[config.mk]
export PLATFORM = sky130hd
export DESIGN_NAME = ps2_host_tx
export DESIGN_NICKNAME = d
export VERILOG_FILES = /design/src/rtl/ps2_host_tx.sv
export SDC_FILE = /design/constraint.sdc
export NUM_CORES = 1
export LEC_CHECK = 0
export BUFFER_PORTS_ARGS = -buffer_cell sky130_fd_sc_hd__buf_2
export CAP_MARGIN = 10
export CORE_MARGIN = 3
export CORE_UTILIZATION = 60
export DETAILED_ROUTE_END_ITERATION = 10
export GPL_TIMING_DRIVEN = 1
export PLACE_DENSITY_LB_ADDON = 0.3
export SLEW_MARGIN = 20
export SYNTH_ARGS = -nofsm -noshare
export SYNTH_HDL_FRONTEND = slang
export SYNTH_SLANG_ARGS = --single-unit
export TNS_END_PERCENT = 5
[constraint.sdc]
create_clock -name clk -period 2.9 [get_ports clk]
set_input_delay 0.145 -clock clk [delete_from_list [all_inputs] [get_ports clk]]
set_output_delay 0.145 -clock clk [all_outputs]
set_load 0.01 [all_outputs]
[src/rtl/ps2_host_tx.sv]
// PS/2 host-to-device command transmitter: inhibit, request-to-send, frame shift on
// device clocks, ACK check, and completion/error/timeout reporting.
module ps2_host_tx #(
   parameter int INHIBIT_CYCLES = 5000,
   parameter int TIMEOUT_CYCLES = 750000
) (
   input  logic       clk,
   input  logic       rst_n,
   input  logic [7:0] tx_data,
   input  logic       tx_valid,
   output logic       tx_ready,
   output logic       busy,
   output logic       tx_done,
   output logic       tx_ack_err,
   output logic       tx_timeout,
   input  logic       ps2_clk_in,
   input  logic       ps2_data_in,
   output logic       ps2_clk_oe,
   output logic       ps2_data_oe
);

   localparam int IW = (INHIBIT_CYCLES > 1) ? $clog2(INHIBIT_CYCLES + 1) : 1;
   localparam int TW = (TIMEOUT_CYCLES > 1) ? $clog2(TIMEOUT_CYCLES + 1) : 1;

   typedef enum logic [2:0] {
      S_IDLE,
      S_INHIBIT,
      S_REQ,
      S_SEND,
      S_ACK,
      S_WAIT_IDLE
   } state_t;

   state_t         state_reg;
   logic [9:0]     frame_reg;
   logic [3:0]     bit_cnt_reg;
   logic [IW-1:0]  inh_cnt_reg;
   logic [TW-1:0]  timer_reg;
   logic           ack_bad_reg;

   logic           clk_meta_reg;
   logic           clk_sync_reg;
   logic           clk_prev_reg;
   logic           data_meta_reg;
   logic           data_sync_reg;

   logic           clk_fall;
   logic           timeout_hit;

   // Both pins idle high, so the synchronizers reset to the released level.
   always_ff @(posedge clk or negedge rst_n) begin
      if (!rst_n) begin
         clk_meta_reg  <= 1'b1;
         clk_sync_reg  <= 1'b1;
         clk_prev_reg  <= 1'b1;
         data_meta_reg <= 1'b1;
         data_sync_reg <= 1'b1;
      end else begin
         clk_meta_reg  <= ps2_clk_in;
         clk_sync_reg  <= clk_meta_reg;
         clk_prev_reg  <= clk_sync_reg;
         data_meta_reg <= ps2_data_in;
         data_sync_reg <= data_meta_reg;
      end
   end

   assign clk_fall    = ~clk_sync_reg & clk_prev_reg;
   assign timeout_hit = (timer_reg == TW'(TIMEOUT_CYCLES - 1));

   always_ff @(posedge clk or negedge rst_n) begin
      if (!rst_n) begin
         state_reg   <= S_IDLE;
         frame_reg   <= '0;
         bit_cnt_reg <= '0;
         inh_cnt_reg <= '0;
         timer_reg   <= '0;
         ack_bad_reg <= 1'b0;
         tx_ready    <= 1'b1;
         busy        <= 1'b0;
         tx_done     <= 1'b0;
         tx_ack_err  <= 1'b0;
         tx_timeout  <= 1'b0;
         ps2_clk_oe  <= 1'b0;
         ps2_data_oe <= 1'b0;
      end else begin
         tx_done    <= 1'b0;
         tx_ack_err <= 1'b0;
         tx_timeout <= 1'b0;

         case (state_reg)
            S_IDLE: begin
               if (tx_valid && tx_ready) begin
                  frame_reg   <= {1'b1, ~^tx_data, tx_data};
                  inh_cnt_reg <= '0;
                  state_reg   <= S_INHIBIT;
                  ps2_clk_oe  <= 1'b1;
                  tx_ready    <= 1'b0;
                  busy        <= 1'b1;
               end
            end

            S_INHIBIT: begin
               if (inh_cnt_reg == IW'(INHIBIT_CYCLES - 1)) begin
                  state_reg   <= S_REQ;
                  ps2_data_oe <= 1'b1;
               end else begin
                  inh_cnt_reg <= inh_cnt_reg + IW'(1);
               end
            end

            S_REQ: begin
               state_reg   <= S_SEND;
               ps2_clk_oe  <= 1'b0;
               timer_reg   <= '0;
               bit_cnt_reg <= '0;
            end

            S_SEND: begin
               if (timeout_hit) begin
                  state_reg   <= S_IDLE;
                  ps2_clk_oe  <= 1'b0;
                  ps2_data_oe <= 1'b0;
                  tx_ready    <= 1'b1;
                  busy        <= 1'b0;
                  tx_timeout  <= 1'b1;
               end else begin
                  timer_reg <= timer_reg + TW'(1);
                  if (clk_fall) begin
                     // Edges 1..10 drive frame bits; edge 11 is the device ACK.
                     if (bit_cnt_reg == 4'd10) begin
                        ack_bad_reg <= data_sync_reg;
                        state_reg   <= S_ACK;
                     end else begin
                        ps2_data_oe <= ~frame_reg[bit_cnt_reg];
                        bit_cnt_reg <= bit_cnt_reg + 4'd1;
                     end
                  end
               end
            end

            S_ACK: begin
               if (timeout_hit) begin
                  state_reg   <= S_IDLE;
                  ps2_clk_oe  <= 1'b0;
                  ps2_data_oe <= 1'b0;
                  tx_ready    <= 1'b1;
                  busy        <= 1'b0;
                  tx_timeout  <= 1'b1;
               end else begin
                  timer_reg <= timer_reg + TW'(1);
                  state_reg <= S_WAIT_IDLE;
               end
            end

            S_WAIT_IDLE: begin
               if (timeout_hit) begin
                  state_reg   <= S_IDLE;
                  ps2_clk_oe  <= 1'b0;
                  ps2_data_oe <= 1'b0;
                  tx_ready    <= 1'b1;
                  busy        <= 1'b0;
                  tx_timeout  <= 1'b1;
               end else if (clk_sync_reg && data_sync_reg) begin
                  state_reg  <= S_IDLE;
                  tx_ready   <= 1'b1;
                  busy       <= 1'b0;
                  tx_done    <= ~ack_bad_reg;
                  tx_ack_err <= ack_bad_reg;
               end else begin
                  timer_reg <= timer_reg + TW'(1);
               end
            end

            default: begin
               state_reg   <= S_IDLE;
               ps2_clk_oe  <= 1'b0;
               ps2_data_oe <= 1'b0;
               tx_ready    <= 1'b1;
               busy        <= 1'b0;
            end
         endcase
      end
   end

endmodule
== After elaboration in Yosys (flattened, before gate mapping) ==
Index checks and enable logic that the tools add are counted.
Widths: inputs -> output; s select.
Cells by class
  add/sub/neg operators: 3
  magnitude comparators: 1
  eq/ne operators: 24
  muxes and demuxes: 46
  bitwise operators: 8
  reductions and logical operators: 21
Operator list (count)
  $mux 20: 3
  $pmux 20 s3: 1
  $mux 13: 2
  $pmux 13 s2: 1
  $mux 3: 8
  $mux 1: 21
  $add 20x1->20 const B: 1
  $eq 20x20->1 const B: 1
  $ne 2x2->1 const B: 9
  $pmux 3 s6: 1
  $reduce_and 4->1: 4
  $add 13x1->13 const B: 1
  $eq 13x13->1 const B: 1
  $mux 4: 3
  $ne 3x3->1 const B: 4
  $pmux 1 s4: 3
  $reduce_and 5->1: 2
  $pmux 4 s2: 1
  $reduce_or 2->1: 4
  $reduce_xnor 8->1: 1
  $not 1->1: 7
  $eq 3x2->1 const B: 2
  $eq 3x3->1 const B: 2
  $ne 2x1->1 const B: 3
  14 further kinds: 17
Storage, ports and cells
  flip-flop bits (word level): 63
  bits of input ports: 13
  output and inout port bits: 7
  logic and storage cells: 121

== Logic depth before layout (Yosys ltp) ==
Gate-level depths: netlist of run 1.
  word-level depth: 7
  gate-level depth with buffers: 8
  mapped depth without buffers: 7

== Worst setup path after synthesis of run 1 ==
No wires, ideal clock.
  path kind: register to register
  from: register timer_reg[0]
  to: register ack_bad_reg
  library setup time: 0.125 ns
  data arrival time: 1.936 ns
  setup slack: 0.839 ns
  stages on the path, launching flop included: 8
  period minus slack after synthesis: 2.061 ns
  path through: dfrtp_1 -> ha_1 -> nand2_2 -> or3_4 -> or3_4 -> buf_6 -> nand4_1 -> mux2_2
On the way
  cells in the longest elaborated chain, start to end: 3
RTL lines
  from (decl): line 38  | logic [TW-1:0] timer_reg;
  from (signal assigned): line 127  | timer_reg <= timer_reg + TW'(1);
  from (signal assigned): line 150  | timer_reg <= timer_reg + TW'(1);
  from (signal assigned): line 170  | timer_reg <= timer_reg + TW'(1);
  $eq 20x20->1: line 68  | assign timeout_hit = (timer_reg == TW'(TIMEOUT_CYCLES - 1));
  $not 1->1 (no line)
  $reduce_and 4->1 (no line)
  to (signal assigned): line 131  | ack_bad_reg <= data_sync_reg;
  to (decl): line 39  | logic ack_bad_reg;
No other way between the ends.
A chain may end at the register's enable or synchronous reset.

== Worst setup path after layout of run 1 ==
  from: register inh_cnt_reg[3]
  to: register ps2_data_oe
On the way
  cells in the longest elaborated chain, start to end: 3
RTL lines
  from (decl): line 37  | logic [IW-1:0] inh_cnt_reg;
  from (signal assigned): line 107  | inh_cnt_reg <= inh_cnt_reg + IW'(1);
  $eq 13x13->1: line 103  | if (inh_cnt_reg == IW'(INHIBIT_CYCLES - 1)) begin
  $ne 2x2->1 (no line)
  $reduce_and 5->1 (no line)
  to (signal assigned): line 134  | ps2_data_oe <= ~frame_reg[bit_cnt_reg];
  to (decl): line 19  | output logic ps2_data_oe
No other way between the ends.

==> results.yml, run 1 <==
worst_setup_path:
  cp-end-kind: "flip-flop"
  crit_slowest_cell: "o41ai_4"
  reg2reg_from: "inh_cnt_reg[3]$_DFFE_PN0P_"
  crit_path_max_incr_delay_ns: 0.68
  worstSetupPathType: "reg -> reg"
  start_kind: "flip-flop"
  critPathMaxFanout: 14
  reg2reg_slack_ns: 0.58
  worstPathCellList: "or4_4, o41ai_4, o21ai_1, a211o_1, mux2i_1"
  crit_arrival_ns: 2.54
  crit_required_ns: 3.12
  critPathLaunch: "inh_cnt_reg[3]$_DFFE_PN0P_"
synthesis:
  ys_seq_elements: 63
  yosys.area.top_type: "dfrtp_1"
  synth_nets: 371
  synth_warnings: 0
  synth_top_cells_by_area: "dfrtp_1, nand2_1, dfstp_2"
  ys.flop_type: "dfrtp_1"
  synth_cell_type_count: 58
  synthCells: 354
  synth_top_area_share_pct: 42.2
  synth_area_sq_um: 3380
  synthArstFlopShare_pct: 100
  avgSynthCellArea_sq_um: 9.56
  yosysSeqAreaShare_pct: 46.8
  synth_edf_count: 0
power:
  power_leakage_nw: 1.66
  total_power_w: 0.00162
  cellPowerDensity_nw_per_um2: 433
  vdd_drop_max_mv: 0.425
cts:
  clockBufferDepth: 2
  root_buffer: "clkbuf_8"
  clk_pin_slew_worst_paths_ns: 0.07
  cts-buffers-inserted: 9
  cts_tree: "done"
  cts.sinks: 63
  clock_latency_ns: 0.33
  cts-htree-levels: 3
  cts_setup_buffers: 0
routing:
  wire_per_inst_um: 15.2
  drc: 0
  vias: 2690
  ant_nets: 0
  drt_iter0_markers: 189
  drt-pass1-iter-count: 4
  viasPerCell: 5.95
  finalWirelength_um: 6850
timing:
  hold_viol: 0
  rsz0062_at_grt: "no"
  worst_pin_slew_ns: 0.795
  final.period_utilization_pct: 80.1
  timing.fmax_mhz: 431
  slew-limit-headroom_pct: 47.0
  setup_viol: 0
  finClkSkew_ns: 0.0110
  tns_ns: 0
  final_max_slew_viol_count: 0
  layout_min_cycle_time_ns: 2.32
floorplan:
  core-area_sq_um: 5270
  die_h_um: 81.1
  io_pins: 20
  die_w_um: 81.1
  dieArea_sq_um: 6580
  start_util_pct: 64.2
  num_rows: 26
global_route:
  grt_use_total_pct: 22.9
  grt_pass1_vias: 2432
  overflow: 0
  antenna_found_initial: 0
  grt_max_degree: 36
  grt_pass1_wl_um: 11600
layout:
  area_growth_pct: 10.7
  antenna-diode-count: 0
  largest_reg_flops: 20
  nets: 394
  drive_above_1_share_pct: 16.0
min_path:
  hp-start: "tx_data[6]"
  worstHoldPathType: "in -> reg"
placement:
  port_buffers: 19
  dpl.hpwl_um: 4680
  place_congestion: 0.800
outcome:
  status: "complete, no violations"
run:
  maxCapViolCount: 0
## stage by stage
step / setup WS (ns) / cells / hold WS (ns) / util (%) / cell area (sq um)
after CTS: 0.580 / 452 / 0.0229 / 71.1 / 3740
after global placement: 0.653 / 433 / 0.251 / 67.1 / 3540
after detailed placement: 0.598 / 433 / 0.251 / 67.1 / 3540
final: 0.578 / 452 / 0.0326 / 71.1 / 3740
after floorplan: 0.839 / 354 / -0.151 / - / 3380
after global routing: 0.441 / 452 / 0.0334 / 71.1 / 3740
## per-layer routing
layer | share of wire (%) | track usage [%] | vias to the layer above
met4 | 0.89 | 7.60 | 0
met5 | 0 | 0 | -
met1 | 46 | 32.6 | 1320
li1 | - | - | 1316
met3 | 3.5 | 3.33 | 7
met2 | 49 | 36.0 | 47
## power by group
part | total (W) | switching (W) | internal (W)
Clock | 0.000680 | 0.000325 | 0.000355
Combinational | 0.0000529 | 0.0000310 | 0.0000219
Sequential | 0.000887 | 0.00000204 | 0.000885
## path summary, 6_finish.rpt
path	endpoint	cells past startpoint
worst min register to register	clk_sync_reg$_DFF_PN1_	0
worst min-delay path	frame_reg[6]$_DFFE_PN0P_	3
worst max-delay path	ps2_data_oe$_DFFE_PN0P_	5
min in group asynchronous	timer_reg[15]$_DFFE_PN0P_	2
max in group asynchronous	data_meta_reg$_DFF_PN1_	3
worst max register to register	ps2_data_oe$_DFFE_PN0P_	5
## cell type report
| cell class | instances | area, sq um |
|---|---|---|
| clock buffer | 13 | 159 |
| timing repair buffer | 29 | 178 |
| clock inverter | 3 | 17.5 |
| multi-input combinational | 264 | 1680 |
| sequential | 63 | 1580 |
| fill | 419 | 1530 |
| tap | 70 | 87.6 |
| inverter | 10 | 37.5 |
## cell usage after synthesis, types with 2 or more instances
cell type / count
a2111oi_0: 2
a211oi_1: 8
a21oi_1: 16
a221o_1: 4
a31oi_1: 6
and2_1: 5
and3_1: 9
and4_1: 2
buf_2: 3
clkbuf_1: 11
dfrtp_1: 57
dfstp_2: 6
ha_1: 4
inv_1: 10
mux2_2: 3
mux2i_1: 3
mux4_2: 2
nand2_1: 51
nand2b_1: 5
nand3_1: 10
nand3b_1: 2
nand4_1: 10
nor2_1: 28
nor2b_1: 6
nor3_1: 6
nor3b_1: 2
nor4_1: 4
o21ai_0: 14
o311a_1: 2
o31ai_1: 3
or3_1: 7
or3_4: 2
or4_1: 3
xnor2_1: 17
xor2_1: 8
## cell usage in the layout (no fill, tap or decap), types with 5 or more instances in the layout
master / Yosys / layout
nand2_1: 51 / 51
nor2b_1: 6 / 6
and3_1: 9 / 9
or3_1: 7 / 7
a21oi_1: 16 / 16
a211oi_1: 8 / 8
clkbuf_8: 0 / 11
buf_4: 1 / 7
o21ai_0: 14 / 14
buf_2: 3 / 19
nor3_1: 6 / 6
nand3_1: 10 / 10
inv_1: 10 / 10
dfrtp_1: 57 / 57
dfstp_2: 6 / 6
xor2_1: 8 / 8
a31oi_1: 6 / 6
nand2b_1: 5 / 5
and2_1: 5 / 5
xnor2_1: 17 / 17
nor2_1: 28 / 28
nand4_1: 10 / 10
## critical path, delay by kind of cell (launching register included)
kind	cells	cell delay [ns]
flip-flops	1	0.45
AND/OR/NAND/NOR	1	0.51
AO/OA/AOI/OAI	3	1.14
multiplexers	1	0.11
## kinds of logic after synthesis
logic type	after synthesis	synth area share, %
and+or+nand+nor	161	25.0
xor gates and xnor gates	25	6.47
muxes	8	3.22
buffers and inverters	27	3.48
DFF	63	46.8
adders and majority gates	4	1.48
AOI/OAI and AO/OA	66	13.6
## what timing repair did
action / in CTS / in global routing
hold buffers: 3 / 0
resized for setup: 0 / 0
endpoints found under the hold margin: 35 / 0
Note: power is estimated with default switching activity, not from simulation.
==> run 2, diff against run 1 <==
--- a/config.mk
+++ b/config.mk
@@ -5,6 +5,7 @@
 export SDC_FILE = /design/constraint.sdc
 export NUM_CORES = 1
 export LEC_CHECK = 0
+export ABC_AREA = 1
 export BUFFER_PORTS_ARGS = -buffer_cell sky130_fd_sc_hd__buf_2
 export CAP_MARGIN = 10
 export CORE_MARGIN = 3
==> constraint.sdc (replaced) <==
create_clock -name clk -period 2.2 [get_ports clk]
set_input_delay 0.11 -clock clk [delete_from_list [all_inputs] [get_ports clk]]
set_output_delay 0.11 -clock clk [all_outputs]
set_load 0.01 [all_outputs]
==> results.yml, run 2 <==
min_path:
  hold_end: "frame_reg[1]$_DFFE_PN0P_"
  holdPathStages: 3
  hp-start: "tx_data[1]"
  worstHoldPathType: "in -> reg"
worst_setup_path:
  reg2reg_to: "timer_reg[18]$_DFFE_PN0P_"
  crit_required_ns: 2.43
  start_kind: "flip-flop"
  reg2reg_slack_ns: 0.25
  critPathMaxFanout: 21
  reg2reg_from: "timer_reg[0]$_DFFE_PN0P_"
  r2r_cells: 11
  crit_arrival_ns: 2.18
  worstSetupPathType: "reg -> reg"
  cp-end-kind: "flip-flop"
timing:
  finClkSkew_ns: 0.0106
  slew-limit-headroom_pct: 60.3
  final_max_slew_viol_count: 0
  layout_min_cycle_time_ns: 1.95
  rsz0062_at_grt: "no"
  tns_ns: 0
  setup_viol: 0
  final.period_utilization_pct: 88.8
  hold_viol: 0
  worst_pin_slew_ns: 0.596
  timing.fmax_mhz: 512
synthesis:
  synth_area_sq_um: 3710
  avgSynthCellArea_sq_um: 7.23
  synth_most_common_cell: "nand2_1"
  yosysSeqAreaShare_pct: 42.7
  synth_edf_count: 0
  synthCells: 513
  synth_top_area_share_pct: 38.4
  ys.flop_type: "dfrtp_1"
  synth_cell_type_count: 35
  synth_top_cells_by_area: "dfrtp_1, nand2_1, nor2_1"
  synthArstFlopShare_pct: 100
  synth_warnings: 0
  yosys.area.top_type: "dfrtp_1"
  synthTopCellsByCount: "nand2_1, nor2_1, dfrtp_1, nand3_1, inv_1"
  ys_seq_elements: 63
  synth_nets: 530
power:
  power_leakage_nw: 1.92
  vdd_drop_max_mv: 0.655
  total_power_w: 0.00426
  cellPowerDensity_nw_per_um2: 1020
routing:
  drt-pass1-iter-count: 5
  vias: 3390
  finalWirelength_um: 8030
  drc: 0
  ant_nets: 0
  drt_iter0_markers: 215
  wire_per_inst_um: 12.8
  viasPerCell: 5.39
cts:
  root_buffer: "clkbuf_8"
  cts-htree-levels: 3
  ctsResizeCount: 0
  clockBufferDepth: 2
  cts_setup_buffers: 0
  cts_tree: "done"
  cts.sinks: 63
  cts-buffers-inserted: 9
  clock_latency_ns: 0.34
  clk_pin_slew_worst_paths_ns: 0.08
  holdBufCountCts: 9
placement:
  port_buffers: 19
  dpl.cell_count: 604
  place_congestion: 0.916
  dpl.hpwl_um: 5790
global_route:
  antenna_found_initial: 0
  grt_use_total_pct: 24.7
  overflow: 0
  grt_pass1_wl_um: 14400
  grt_max_degree: 39
  grt_pass1_vias: 3278
layout:
  register_area_sq_um: 1580
  largest_reg_flops: 20
  antenna-diode-count: 0
  drive_above_1_share_pct: 14.1
  area_growth_pct: 12.9
  fillers: 477
  nets: 566
  fin_cells: 629
  final_common_cell: "nand2_1"
  mostFrequentLayoutCells: "nand2_1, nor2_1, dfrtp_1, nand3_1, inv_1"
  multiInputGateArea_sq_um: 1870
floorplan:
  die_h_um: 84.6
  io_pins: 20
  core-area_sq_um: 5960
  die_w_um: 84.6
  num_rows: 28
  dieArea_sq_um: 7160
  start_util_pct: 62.3
run:
  maxCapViolCount: 0
outcome:
  status: "complete, no violations"
-- run 2: metal layers --
metal  track usage [%]  part of all wire (%)  vias up
met1              33.7                    47     1574
met3              4.71                   4.2        9
met5                 0                     0        -
met2              39.4                    47       86
met4              9.06                   1.3        0
li1                  -                     -     1721
-- run 2: report_power, final --
group          leakage (nW)  internal (W)  switching [W]  total, W
combinational         0.994      0.000535        0.00116   0.00170
clock                0.0916      0.000552       0.000444  0.000996
sequential            0.830       0.00139       0.000176   0.00157
total                  1.92       0.00248        0.00178   0.00426
-- run 2: logic make-up after synthesis --
group	share of synthesized area, %
DFF	42.7
adders and majority gates	1.35
AOI/OAI and AO/OA	8.97
and+or+nand+nor	36.2
xor gates and xnor gates	3.78
buffers and inverters	6.98
-- run 2: worst max path at each step --
| stage | from | end | slack [ns] | cells past startpoint |
|---|---|---|---|---|
| 6_report | timer_reg[0]$_DFFE_PN0P_ | timer_reg[18]$_DFFE_PN0P_ | 0.25 | 11 |
| 5_1_grt | timer_reg[0]$_DFFE_PN0P_ | timer_reg[13]$_DFFE_PN0P_ | 0.02 | 11 |
| 4_1_cts | timer_reg[0]$_DFFE_PN0P_ | timer_reg[18]$_DFFE_PN0P_ | 0.26 | 11 |
| 3_5_place_dp | timer_reg[0]$_DFFE_PN0P_ | timer_reg[18]$_DFFE_PN0P_ | 0.26 | 11 |
| 3_3_place_gp | timer_reg[0]$_DFFE_PN0P_ | timer_reg[18]$_DFFE_PN0P_ | 0.35 | 11 |
| 2_1_floorplan | timer_reg[0]$_DFFE_PN0P_ | timer_reg[7]$_DFFE_PN0P_ | 0.50 | 11 |
-- run 2: critical path: stages, from the launching register on --
cell,delay (ns)
dfrtp_1,0.42
ha_1,0.24
nand3_2,0.16
nor2_2,0.21
nand3_4,0.13
nand2_2,0.10
nand3_1,0.07
nand2_1,0.09
buf_4,0.24
inv_1,0.08
nand2_1,0.07
nand2_1,0.04
-- run 2: cell type report --
type	instances	area share (%)
repair buffers	35	5.97
inverters	52	4.66
multi-input cells	388	44.6
clock inverters	5	1.37
clock buffers	11	3.37
well taps	75	2.24
flip-flops and latches	63	37.8
-- run 2: metrics by stage --
| stage | hold slack, ns | util, % | instance area (sq um) | setup WS [ns] |
|---|---|---|---|---|
| 2_1_floorplan | -0.186 | - | 3710 | 0.502 |
| 3_3_place_gp | 0.141 | 65.5 | 3900 | 0.353 |
| 3_5_place_dp | 0.149 | 65.5 | 3900 | 0.258 |
| 4_1_cts | 0.00587 | 70.4 | 4190 | 0.256 |
| 5_1_grt | 0.00857 | 70.4 | 4190 | 0.0197 |
| 6_report | 0.0236 | 70.4 | 4190 | 0.247 |
==> run 3, diff against run 2 <==
--- a/config.mk
+++ b/config.mk
@@ -12,7 +12,7 @@
 export CORE_UTILIZATION = 60
 export DETAILED_ROUTE_END_ITERATION = 10
 export GPL_TIMING_DRIVEN = 1
-export PLACE_DENSITY_LB_ADDON = 0.3
+export PLACE_DENSITY = 0.81
 export SLEW_MARGIN = 20
 export SYNTH_ARGS = -nofsm -noshare
 export SYNTH_HDL_FRONTEND = slang
==> results.yml, run 3 (synthesis gave the netlist of run 2 again) <==
layout:
  register_area_sq_um: 1580
  drive_above_1_share_pct: 13.8
  area_growth_pct: 12.0
  nets: 562
  fillers: 473
  fin_cells: 625
  largest_reg_flops: 20
  mostFrequentLayoutCells: "nand2_1, nor2_1, dfrtp_1, nand3_1, inv_1"
  antenna-diode-count: 0
  final_common_cell: "nand2_1"
  multiInputGateArea_sq_um: 1870
  postLayoutCoreUtil_pct: 69.8
floorplan:
  io_pins: 20
  die_w_um: 84.6
  die_h_um: 84.6
  start_util_pct: 62.3
  num_rows: 28
  dieArea_sq_um: 7160
  core-area_sq_um: 5960
run:
  maxCapViolCount: 0
power:
  vdd_drop_max_mv: 0.679
  cellPowerDensity_nw_per_um2: 1040
  power_leakage_nw: 1.91
worst_setup_path:
  critPathLaunch: "timer_reg[0]$_DFFE_PN0P_"
  crit_path_max_incr_delay_ns: 0.42
  reg2reg_slack_ns: 0.21
  worstSetupPathType: "reg -> reg"
  reg2reg_from: "timer_reg[0]$_DFFE_PN0P_"
  reg2reg_to: "timer_reg[6]$_DFFE_PN0P_"
  critPathMaxFanout: 19
  cpMostUsedCell: "nand2_1"
  crit_required_ns: 2.47
  cp-end-kind: "flip-flop"
  r2r_cells: 10
  worstPathCellList: "ha_1, nand3_2, nor2_2, nand3_4, nand2_2, nand3_1, nand2_1, buf_4, nand2_1, o21ai_2"
  crit_slowest_cell: "dfrtp_1"
  cp-endpoint: "timer_reg[6]$_DFFE_PN0P_"
  crit_arrival_ns: 2.25
  start_kind: "flip-flop"
routing:
  wire_per_inst_um: 13.2
  ant_nets: 0
  drt_iter0_markers: 276
  drt-pass1-iter-count: 4
  drc: 0
  finalWirelength_um: 8260
  vias: 3424
  viasPerCell: 5.48
placement:
  dpl.cell_count: 603
  place_congestion: 0.985
  port_buffers: 19
  dpl.hpwl_um: 5780
min_path:
  worstHoldPathType: "in -> reg"
timing:
  finClkSkew_ns: 0.0118
  rsz0062_at_grt: "no"
  slew-limit-headroom_pct: 55.3
  timing.fmax_mhz: 504
  tns_ns: 0
  worst_pin_slew_ns: 0.670
  final_max_slew_viol_count: 0
  setup_viol: 0
  layout_min_cycle_time_ns: 1.99
  final.period_utilization_pct: 90.3
  hold_viol: 0
cts:
  clockBufferDepth: 2
  root_buffer: "clkbuf_8"
  ctsResizeCount: 0
  cts-buffers-inserted: 9
  cts_setup_buffers: 0
  clk_pin_slew_worst_paths_ns: 0.07
  cts_tree: "done"
  clock_latency_ns: 0.34
  cts.sinks: 63
  cts-htree-levels: 3
global_route:
  grt_pass1_vias: 3283
  grt_pass1_wl_um: 14500
  overflow: 0
  grt_max_degree: 37
  antenna_found_initial: 0
  grt_use_total_pct: 24.8
outcome:
  status: "complete, no violations"
[run 3: area by class of cell]
type,count,area share [%]
multi-input combinational,388,44.9
sequential,63,38.1
timing repair buffer,31,5.42
inverter,52,4.70
clock buffer,12,3.49
tap,75,2.26
clock inverter,4,1.08
[run 3: how the worst min path moves through the flow]
stage | cells after the start | from | slack, ns | endpoint
2_1_floorplan | 0 | rst_n | -0.19 | ack_bad_reg$_DFFE_PN0P_
3_3_place_gp | 1 | rst_n | 0.17 | timer_reg[11]$_DFFE_PN0P_
3_5_place_dp | 1 | rst_n | 0.18 | timer_reg[11]$_DFFE_PN0P_
4_1_cts | 3 | tx_data[4] | 0.005 | frame_reg[4]$_DFFE_PN0P_
5_1_grt | 3 | tx_data[4] | 0.02 | frame_reg[4]$_DFFE_PN0P_
6_report | 3 | tx_data[1] | 0.007 | frame_reg[1]$_DFFE_PN0P_
[run 3: where the power goes]
group / internal, W / switching [W] / total, W
registers: 0.00139 / 0.000198 / 0.00159
logic: 0.000564 / 0.00116 / 0.00172
clock network: 0.000550 / 0.000448 / 0.000998
total: 0.00251 / 0.00180 / 0.00431
[run 3: stage by stage]
step	instance area, sq um	hold WS [ns]	total power, W	worst slack (ns)
finish	4160	0.00665	0.00431	0.214
global route	4160	0.0206	0.00466	0.0342
CTS	4160	0.00451	0.00431	0.217
detailed placement	3910	0.178	0.00331	0.234
global placement	3910	0.167	0.00324	0.329
floorplan	3710	-0.186	0.00289	0.502
[run 3: routing by layer]
layer  wire length, um  part of all wire (%)  vias up  global-route usage, %
met5                 0                     0        -                      0
met2              3970                    48       92                   40.9
met4               151                   1.8        0                   9.78
li1                  -                     -     1713                      -
met3               406                   4.9       13                   3.93
met1              3730                    45     1606                   32.7
[run 3: repair_timing]
action,CTS,global route
hold buffers,6,0
setup endpoints to repair,0,0
hold endpoints to repair,27,0
[run 3: critical path: cells and delay by family, from the launching register on]
| kind | cells | cell delay, ns |
|---|---|---|
| buffers and inverters | 1 | 0.28 |
| adder cells (fa/ha/maj) | 1 | 0.25 |
| AND/OR/NAND/NOR | 7 | 0.89 |
| AO/OA/AOI/OAI | 1 | 0.06 |
| flip-flops | 1 | 0.42 |
